==> src/rtl/switch_input_port_pkg.sv <==
// Shared definitions for the switch input peripheral: register offsets,
// STATUS bit positions and the button debounce state encoding.
package switch_input_port_pkg;

    localparam logic [31:0] OFF_DATA   = 32'd0;
    localparam logic [31:0] OFF_STATUS = 32'd4;
    localparam logic [31:0] OFF_LIVE   = 32'd8;

    localparam int ST_VALID   = 0;
    localparam int ST_OVERRUN = 1;

    typedef enum logic [1:0] {
        IDLE         = 2'd0,
        PRESS_WAIT   = 2'd1,
        HELD         = 2'd2,
        RELEASE_WAIT = 2'd3
    } deb_state_e;

    function automatic logic [31:0] status_word(input logic valid, input logic overrun);
        logic [31:0] w;
        w              = 32'd0;
        w[ST_VALID]    = valid;
        w[ST_OVERRUN]  = overrun;
        return w;
    endfunction

endpackage

==> src/rtl/switch_input_port_if.sv <==
// Load-side bus between the processor datapath and the switch input peripheral.
interface switch_input_port_if;
    logic [31:0] address;
    logic        mem_read;
    logic [31:0] read_data;
    logic        hit;

    modport master (output address, output mem_read, input read_data, input hit);
    modport slave  (input address, input mem_read, output read_data, output hit);
endinterface

==> src/rtl/switch_input_port_debouncer.sv <==
// Enter-button synchronizer and debouncer; emits one press pulse per physical
// press once the level has been stable for DEBOUNCE_CYCLES clocks.
module button_debouncer
    import switch_input_port_pkg::*;
#(
    parameter logic [15:0] DEBOUNCE_CYCLES = 16'd50000
) (
    input  logic clk,
    input  logic rst,
    input  logic button,
    output logic press_pulse
);
    localparam int CNT_W = $clog2(DEBOUNCE_CYCLES);
    // The qualifying edge is the one on which the counter would step to DEBOUNCE_CYCLES-1.
    localparam logic [CNT_W-1:0] CNT_LAST = CNT_W'(DEBOUNCE_CYCLES - 16'd2);

    logic [1:0]       btn_sync_r;
    logic             btn_s;
    deb_state_e       state_r, state_s;
    logic [CNT_W-1:0] cnt_r, cnt_s;
    logic             press_s;

    assign btn_s       = btn_sync_r[1];
    assign press_pulse = press_s;

    // Two-flop synchronizer for the raw button
    always_ff @(posedge clk or posedge rst) begin
        if (rst) begin
            btn_sync_r <= 2'b00;
        end else begin
            btn_sync_r <= {btn_sync_r[0], button};
        end
    end

    // Debounce state and counter registers
    always_ff @(posedge clk or posedge rst) begin
        if (rst) begin
            state_r <= IDLE;
            cnt_r   <= {CNT_W{1'b0}};
        end else begin
            state_r <= state_s;
            cnt_r   <= cnt_s;
        end
    end

    // Next-state, counter and press pulse
    always_comb begin
        state_s = state_r;
        cnt_s   = cnt_r;
        press_s = 1'b0;
        case (state_r)
            IDLE: begin
                if (btn_s) begin
                    state_s = PRESS_WAIT;
                    cnt_s   = {CNT_W{1'b0}};
                end else begin
                    state_s = IDLE;
                end
            end
            PRESS_WAIT: begin
                if (!btn_s) begin
                    state_s = IDLE;
                end else if (cnt_r == CNT_LAST) begin
                    state_s = HELD;
                    press_s = 1'b1;
                end else begin
                    cnt_s = cnt_r + CNT_W'(1);
                end
            end
            HELD: begin
                if (!btn_s) begin
                    state_s = RELEASE_WAIT;
                    cnt_s   = {CNT_W{1'b0}};
                end else begin
                    state_s = HELD;
                end
            end
            RELEASE_WAIT: begin
                if (btn_s) begin
                    state_s = HELD;
                end else if (cnt_r == CNT_LAST) begin
                    state_s = IDLE;
                end else begin
                    cnt_s = cnt_r + CNT_W'(1);
                end
            end
            default: begin
                state_s = IDLE;
                cnt_s   = {CNT_W{1'b0}};
            end
        endcase
    end

endmodule

==> src/rtl/switch_input_port.sv <==
// Memory-mapped switch input port: DATA/STATUS registers beside DataMemory.
// Define SWITCH_LIVE_READ_EN to add the undebounced LIVE register at BASE_ADDR+8.
module switch_input_port
    import switch_input_port_pkg::*;
#(
    parameter int          SW_WIDTH        = 8,
    parameter logic [15:0] DEBOUNCE_CYCLES = 16'd50000,
    parameter logic [31:0] BASE_ADDR       = 32'h0000_1000
) (
    input  logic                clk,
    input  logic                rst,
    input  logic [SW_WIDTH-1:0] switches,
    input  logic                button,
    switch_input_port_if.slave  bus,
    output logic                press_pending
);
    logic [SW_WIDTH-1:0] sw_meta_r, sw_sync_r;
    logic                press_pulse_s;
    logic [31:0]         data_r;
    logic                valid_r, overrun_r;
    logic                sel_data_s, sel_status_s;

    button_debouncer #(.DEBOUNCE_CYCLES(DEBOUNCE_CYCLES)) u_debouncer (
        .clk         (clk),
        .rst         (rst),
        .button      (button),
        .press_pulse (press_pulse_s)
    );

    assign sel_data_s    = bus.mem_read && (bus.address == (BASE_ADDR + OFF_DATA));
    assign sel_status_s  = bus.mem_read && (bus.address == (BASE_ADDR + OFF_STATUS));
    assign press_pending = valid_r;

`ifdef SWITCH_LIVE_READ_EN
    logic sel_live_s;
    assign sel_live_s = bus.mem_read && (bus.address == (BASE_ADDR + OFF_LIVE));
`endif

    // Two-flop synchronizer for the switch bank
    always_ff @(posedge clk or posedge rst) begin
        if (rst) begin
            sw_meta_r <= {SW_WIDTH{1'b0}};
            sw_sync_r <= {SW_WIDTH{1'b0}};
        end else begin
            sw_meta_r <= switches;
            sw_sync_r <= sw_meta_r;
        end
    end

    // Capture on press; a DATA read on the same edge only retires the older value
    always_ff @(posedge clk or posedge rst) begin
        if (rst) begin
            data_r    <= 32'd0;
            valid_r   <= 1'b0;
            overrun_r <= 1'b0;
        end else if (press_pulse_s) begin
            data_r    <= 32'(sw_sync_r);
            valid_r   <= 1'b1;
            overrun_r <= sel_data_s ? 1'b0 : valid_r;
        end else if (sel_data_s) begin
            valid_r   <= 1'b0;
            overrun_r <= 1'b0;
        end else begin
            valid_r   <= valid_r;
            overrun_r <= overrun_r;
        end
    end

    // Combinational read mux, same timing as DataMemory
    always_comb begin
        bus.read_data = 32'd0;
        bus.hit       = 1'b0;
        if (sel_data_s) begin
            bus.read_data = data_r;
            bus.hit       = 1'b1;
        end else if (sel_status_s) begin
            bus.read_data = status_word(valid_r, overrun_r);
            bus.hit       = 1'b1;
        end
`ifdef SWITCH_LIVE_READ_EN
        else if (sel_live_s) begin
            bus.read_data = 32'(sw_sync_r);
            bus.hit       = 1'b1;
        end
`endif
        else begin
            bus.read_data = 32'd0;
            bus.hit       = 1'b0;
        end
    end

endmodule

==> src/flat_wrapper.sv <==
// flat-port wrapper written by rule: the top's interface ports become plain ports
module switch_input_port_flat import switch_input_port_pkg::*;
#(
    parameter int          SW_WIDTH        = 8,
    parameter logic [15:0] DEBOUNCE_CYCLES = 16'd50000,
    parameter logic [31:0] BASE_ADDR       = 32'h0000_1000
)
  (clk, rst, switches, button, press_pending, bus_address, bus_mem_read, bus_read_data, bus_hit);
  switch_input_port_if bus_i ();
  input  logic clk;
  input  logic rst;
  input  logic [SW_WIDTH-1:0] switches;
  input  logic button;
  output logic press_pending;
  input wire logic [$bits(bus_i.address)-1:0] bus_address;
  input wire logic [$bits(bus_i.mem_read)-1:0] bus_mem_read;
  output wire logic [$bits(bus_i.read_data)-1:0] bus_read_data;
  output wire logic [$bits(bus_i.hit)-1:0] bus_hit;
  assign bus_i.address = bus_address;
  assign bus_i.mem_read = bus_mem_read;
  assign bus_read_data = bus_i.read_data;
  assign bus_hit = bus_i.hit;
  switch_input_port #(.SW_WIDTH(SW_WIDTH), .DEBOUNCE_CYCLES(DEBOUNCE_CYCLES), .BASE_ADDR(BASE_ADDR)) u_core (.clk(clk), .rst(rst), .switches(switches), .button(button), .bus(bus_i), .press_pending(press_pending));
endmodule
==> config.mk <==
export PLATFORM = sky130hd
export DESIGN_NAME = switch_input_port_flat
export DESIGN_NICKNAME = d
export VERILOG_FILES = /design/src/rtl/switch_input_port_pkg.sv /design/src/rtl/switch_input_port_if.sv /design/src/rtl/switch_input_port_debouncer.sv /design/src/rtl/switch_input_port.sv /design/src/flat_wrapper.sv
export SDC_FILE = /design/constraint.sdc
export NUM_CORES = 1
export LEC_CHECK = 0
export ABC_CLOCK_PERIOD_IN_PS = 2800
export CORE_ASPECT_RATIO = 1.4
export CORE_UTILIZATION = 45
export CTS_CLUSTER_SIZE = 24
export DETAILED_ROUTE_END_ITERATION = 6
export PLACE_DENSITY = 0.8
export SYNTH_ARGS = -nofsm -noshare
export SYNTH_HDL_FRONTEND = slang
export SYNTH_SLANG_ARGS = --single-unit
==> constraint.sdc <==
create_clock -name clk -period 2.8 [get_ports clk]
set_input_delay 0.42 -clock clk [delete_from_list [all_inputs] [get_ports clk]]
set_output_delay 0.42 -clock clk [all_outputs]
set_load 0.005 [all_outputs]
==> qor.txt <==
Drt total wl: 4.42 mm
Core ar.: 4640 µm²
DR WL/cell: 13.5 µm
Met2 wire length: 2.39 mm
Routed Antenna Nets: 0
Delay of the slowest critical-path stage: 550 ps
Detailed placement HPWL: 3.32 mm
Post-synth EDFFs: 0
Uppermost routed layer: met4
Largest net degree at the start of global routing: 47
Register area: 1150 µm²
Final Max Slew Viols: 0
Seq/Total Area, Yosys: 51.8%
Share of cells above drive strength 1: 11.7%
# nets final: 310
TritonCTS buffer count: 5
Max clock buf depth: 2
Drt drc: 0
Worst-path cell chain: clkdlybuf4s50_1 -> or4b_4 -> nor4_2 -> buf_4 -> buf_4 -> and2_1 -> dlygate4sd2_1
Filler cells: 367
CP most frequent cell: buf_4
Cells on worst reg2reg path: 6
Max VDD drop: 486 µV
CP Capture Type: output pin
Num Clock Sinks: 46
First-pass GRT wire length: 7.35 mm
Ports: 78
Tcrit/Tclk final: 96.1%
Reg clk slew, reported paths: 80 ps
Worst Skew: 5.44 ps
Status: completed
Final setup fails: 0
Initial Util: 47.8%
Die Area: 5220 µm²
GP Congestion: 0.781
Top cell family by delay on the critical path: simple AND/OR/NAND/NOR gates
DRT iter0 DRCs: 43
Critical Path AT: 2270 ps
F_max: 371 MHz
Fin. Hold Viols: 0
Pwr dens: 454 nW/µm²
Remaining Overflow, GRT: 0
Die W: 61.4 µm
Worst path depth: 7
Mean area per synthesized cell: 11.0 µm²
Root Buffer: clkbuf_8
Netlist cell types: 42
Std-Cell Rows: 29
Synth Cell Area: 2220 µm²
Slew @ Worst Pin: 580 ps
Main synth FF type: dfrtp_1
TritonCTS clock tree: yes
Later-pin clock latency in the skew report: 290 ps
Hold WC Path Type: reg -> reg
P_leak: 1.34 nW
Slowest CP cell: or4b_4
N_diodes: 0
Min-Delay Path Depth: 0
WS Path Type: in -> out
RSZ-0062 raised after global routing: no
Cell count after synthesis: 202
Worst Path Max Fanout: 6
Met3 routed WL: 316 µm
CTS H-Tree Depth: 2
Vias: 1715
Total power: 1.32 mW
Chip Height: 85.1 µm
Vias in the first global route: 1674
TritonRoute pass-1 iters: 4
Vias/cell: 5.24
Buf/Inv on CP: 4
Asr flop ratio synth: 100%
Port Buffers: 53
Initial antenna violation count: 0
Worst path required time: 2380 ps
Design Area, Final: 2900 µm²
Area Growth Syn to Fin: 30.6%
Total track usage: 18.9%
Ys Warns: 0
Max_slew headroom: 61.0%
Tmin final: 2690 ps
Max Cap Violations: 0
Post-placement cell area: 2750 µm²
Flops & latches, synth: 46
Multi-input logic area: 976 µm²
Met1 Wirelength: 1.66 mm
Setup crit start kind: primary input
[cell type report]
class	count	share of cell area (%)
inverter	4	0.517
sequential	46	39.7
timing repair buffer	59	19.7
tap	62	2.67
clock buffer	6	2.50
multi-input combinational	148	33.6
clock inverter	2	1.29
[report_power, final]
part	internal [mW]	total [mW]	switching, mW	leakage, nW
Clock	0.266	0.477	0.211	0.0514
Combinational	0.0761	0.130	0.0534	0.707
Sequential	0.686	0.710	0.0234	0.586
Total	1.03	1.32	0.287	1.34
[repair_timing]
item	4_1_cts	5_1_grt
endpoints found under the setup margin	9	3
setup buffers	1	0
hold buffers	0	0
pin swaps	2	4
gates resized for setup	12	3
[stage by stage]
step                      setup WS (ps)  util, %  instances  hold slack (ps)  setup TNS, ps
after floorplan                     494        -        225              331              0
after global placement             -166     59.3        318              332          -1310
after detailed placement           -221     59.3        318              335          -1620
after CTS                          9.68     62.2        327              353              0
after global routing               10.4     62.5        327              365              0
final                               108     62.5        327              351              0
[metal layers]
metal / global-route usage [%] / vias up
met4: 7.47 / 0
met3: 4.57 / 6
met2: 33.5 / 74
met1: 21.0 / 828
met5: 0 / -
li1: - / 807
[worst reg2reg max path, delay by kind of cell, from the launching register on]
kind	cells	cell delay, ps
muxes	1	360
DFF	1	440
adders and majority gates	1	140
and+or+nand+nor	3	1270
buffers and inverters	1	130
[worst paths after layout]
check / from / slack [ps] / end
worst max-delay path: bus_address[28] / 110 / bus_read_data[3]
worst min-delay path: u_core.sw_meta_r[1] / 350 / u_core.sw_sync_r[1]
worst max register to register: u_core.u_debouncer.cnt_r[0] / 350 / u_core.data_r[1]
worst min register to register: u_core.sw_meta_r[1] / 350 / u_core.sw_sync_r[1]
max in group asynchronous: rst / 1840 / u_core.u_debouncer.cnt_r[10]
min in group asynchronous: rst / 580 / u_core.data_r[5]
[kinds of logic (layout without fill, tap and decap cells)]
| group | Yosys count | count (layout) | synth area share (%) |
|---|---|---|---|
| fa+ha+maj | 2 | 2 | 1.13 |
| xor+xnor | 6 | 6 | 2.37 |
| other cells | 1 | 24 | 0.169 |
| compound gates | 24 | 24 | 7.33 |
| buf+inv | 31 | 71 | 9.63 |
| flops | 46 | 46 | 51.8 |
| simple gates | 80 | 80 | 21.6 |
| mux | 12 | 12 | 5.92 |
[cell usage after synthesis, types with 2 or more instances]
library cell	number	area [µm²]
a21oi_1	6	30.0
a22o_1	2	17.5
and2_1	7	43.8
and3_1	2	12.5
and4_1	2	17.5
buf_4	24	180
clkbuf_1	2	7.51
dfrtp_1	46	1150
ha_1	2	25.0
inv_1	4	15.0
mux2_2	9	101
mux2i_1	3	30.0
nand2_1	14	52.6
nand2b_1	4	25.0
nand3_1	6	30.0
nand4_1	6	37.5
nand4b_1	2	17.5
nor2_1	13	48.8
nor4_1	9	56.3
o21ai_0	4	20.0
o311ai_0	2	17.5
o31ai_1	2	15.0
o41ai_1	2	17.5
or3_1	3	18.8
or4_1	4	30.0
or4_4	2	22.5
xnor2_1	2	17.5
xor2_1	4	35.0
[flip-flops by register name (all words and copies together), names as in the netlist, named ones only]
| name | flops |
|---|---|
| u_core.overrun_r | 1 |
| u_core.data_r | 8 |
| u_core.u_debouncer.btn_sync_r | 2 |
| u_core.u_debouncer.cnt_r | 16 |
| u_core.u_debouncer.state_r | 1 |
| u_core.sw_meta_r | 8 |
| u_core.press_pending | 1 |
| u_core.sw_sync_r | 8 |
[cell usage in the layout, fill, tap and decap left out, types with 3 or more instances in the layout]
cell,count
nor4_2,3
nand4_1,6
xor2_1,4
clkdlybuf4s50_1,44
clkbuf_8,5
conb_1,24
or4_1,4
dfrtp_1,46
nor4_1,6
a21oi_1,6
and2_1,7
nand2b_1,4
nor2_1,13
nand2_1,14
o21ai_0,4
inv_1,4
dlygate4sd2_1,7
buf_4,6
mux2i_1,3
mux2_2,9
nand3_1,6
No activity file was read; power rests on OpenSTA's default activity.
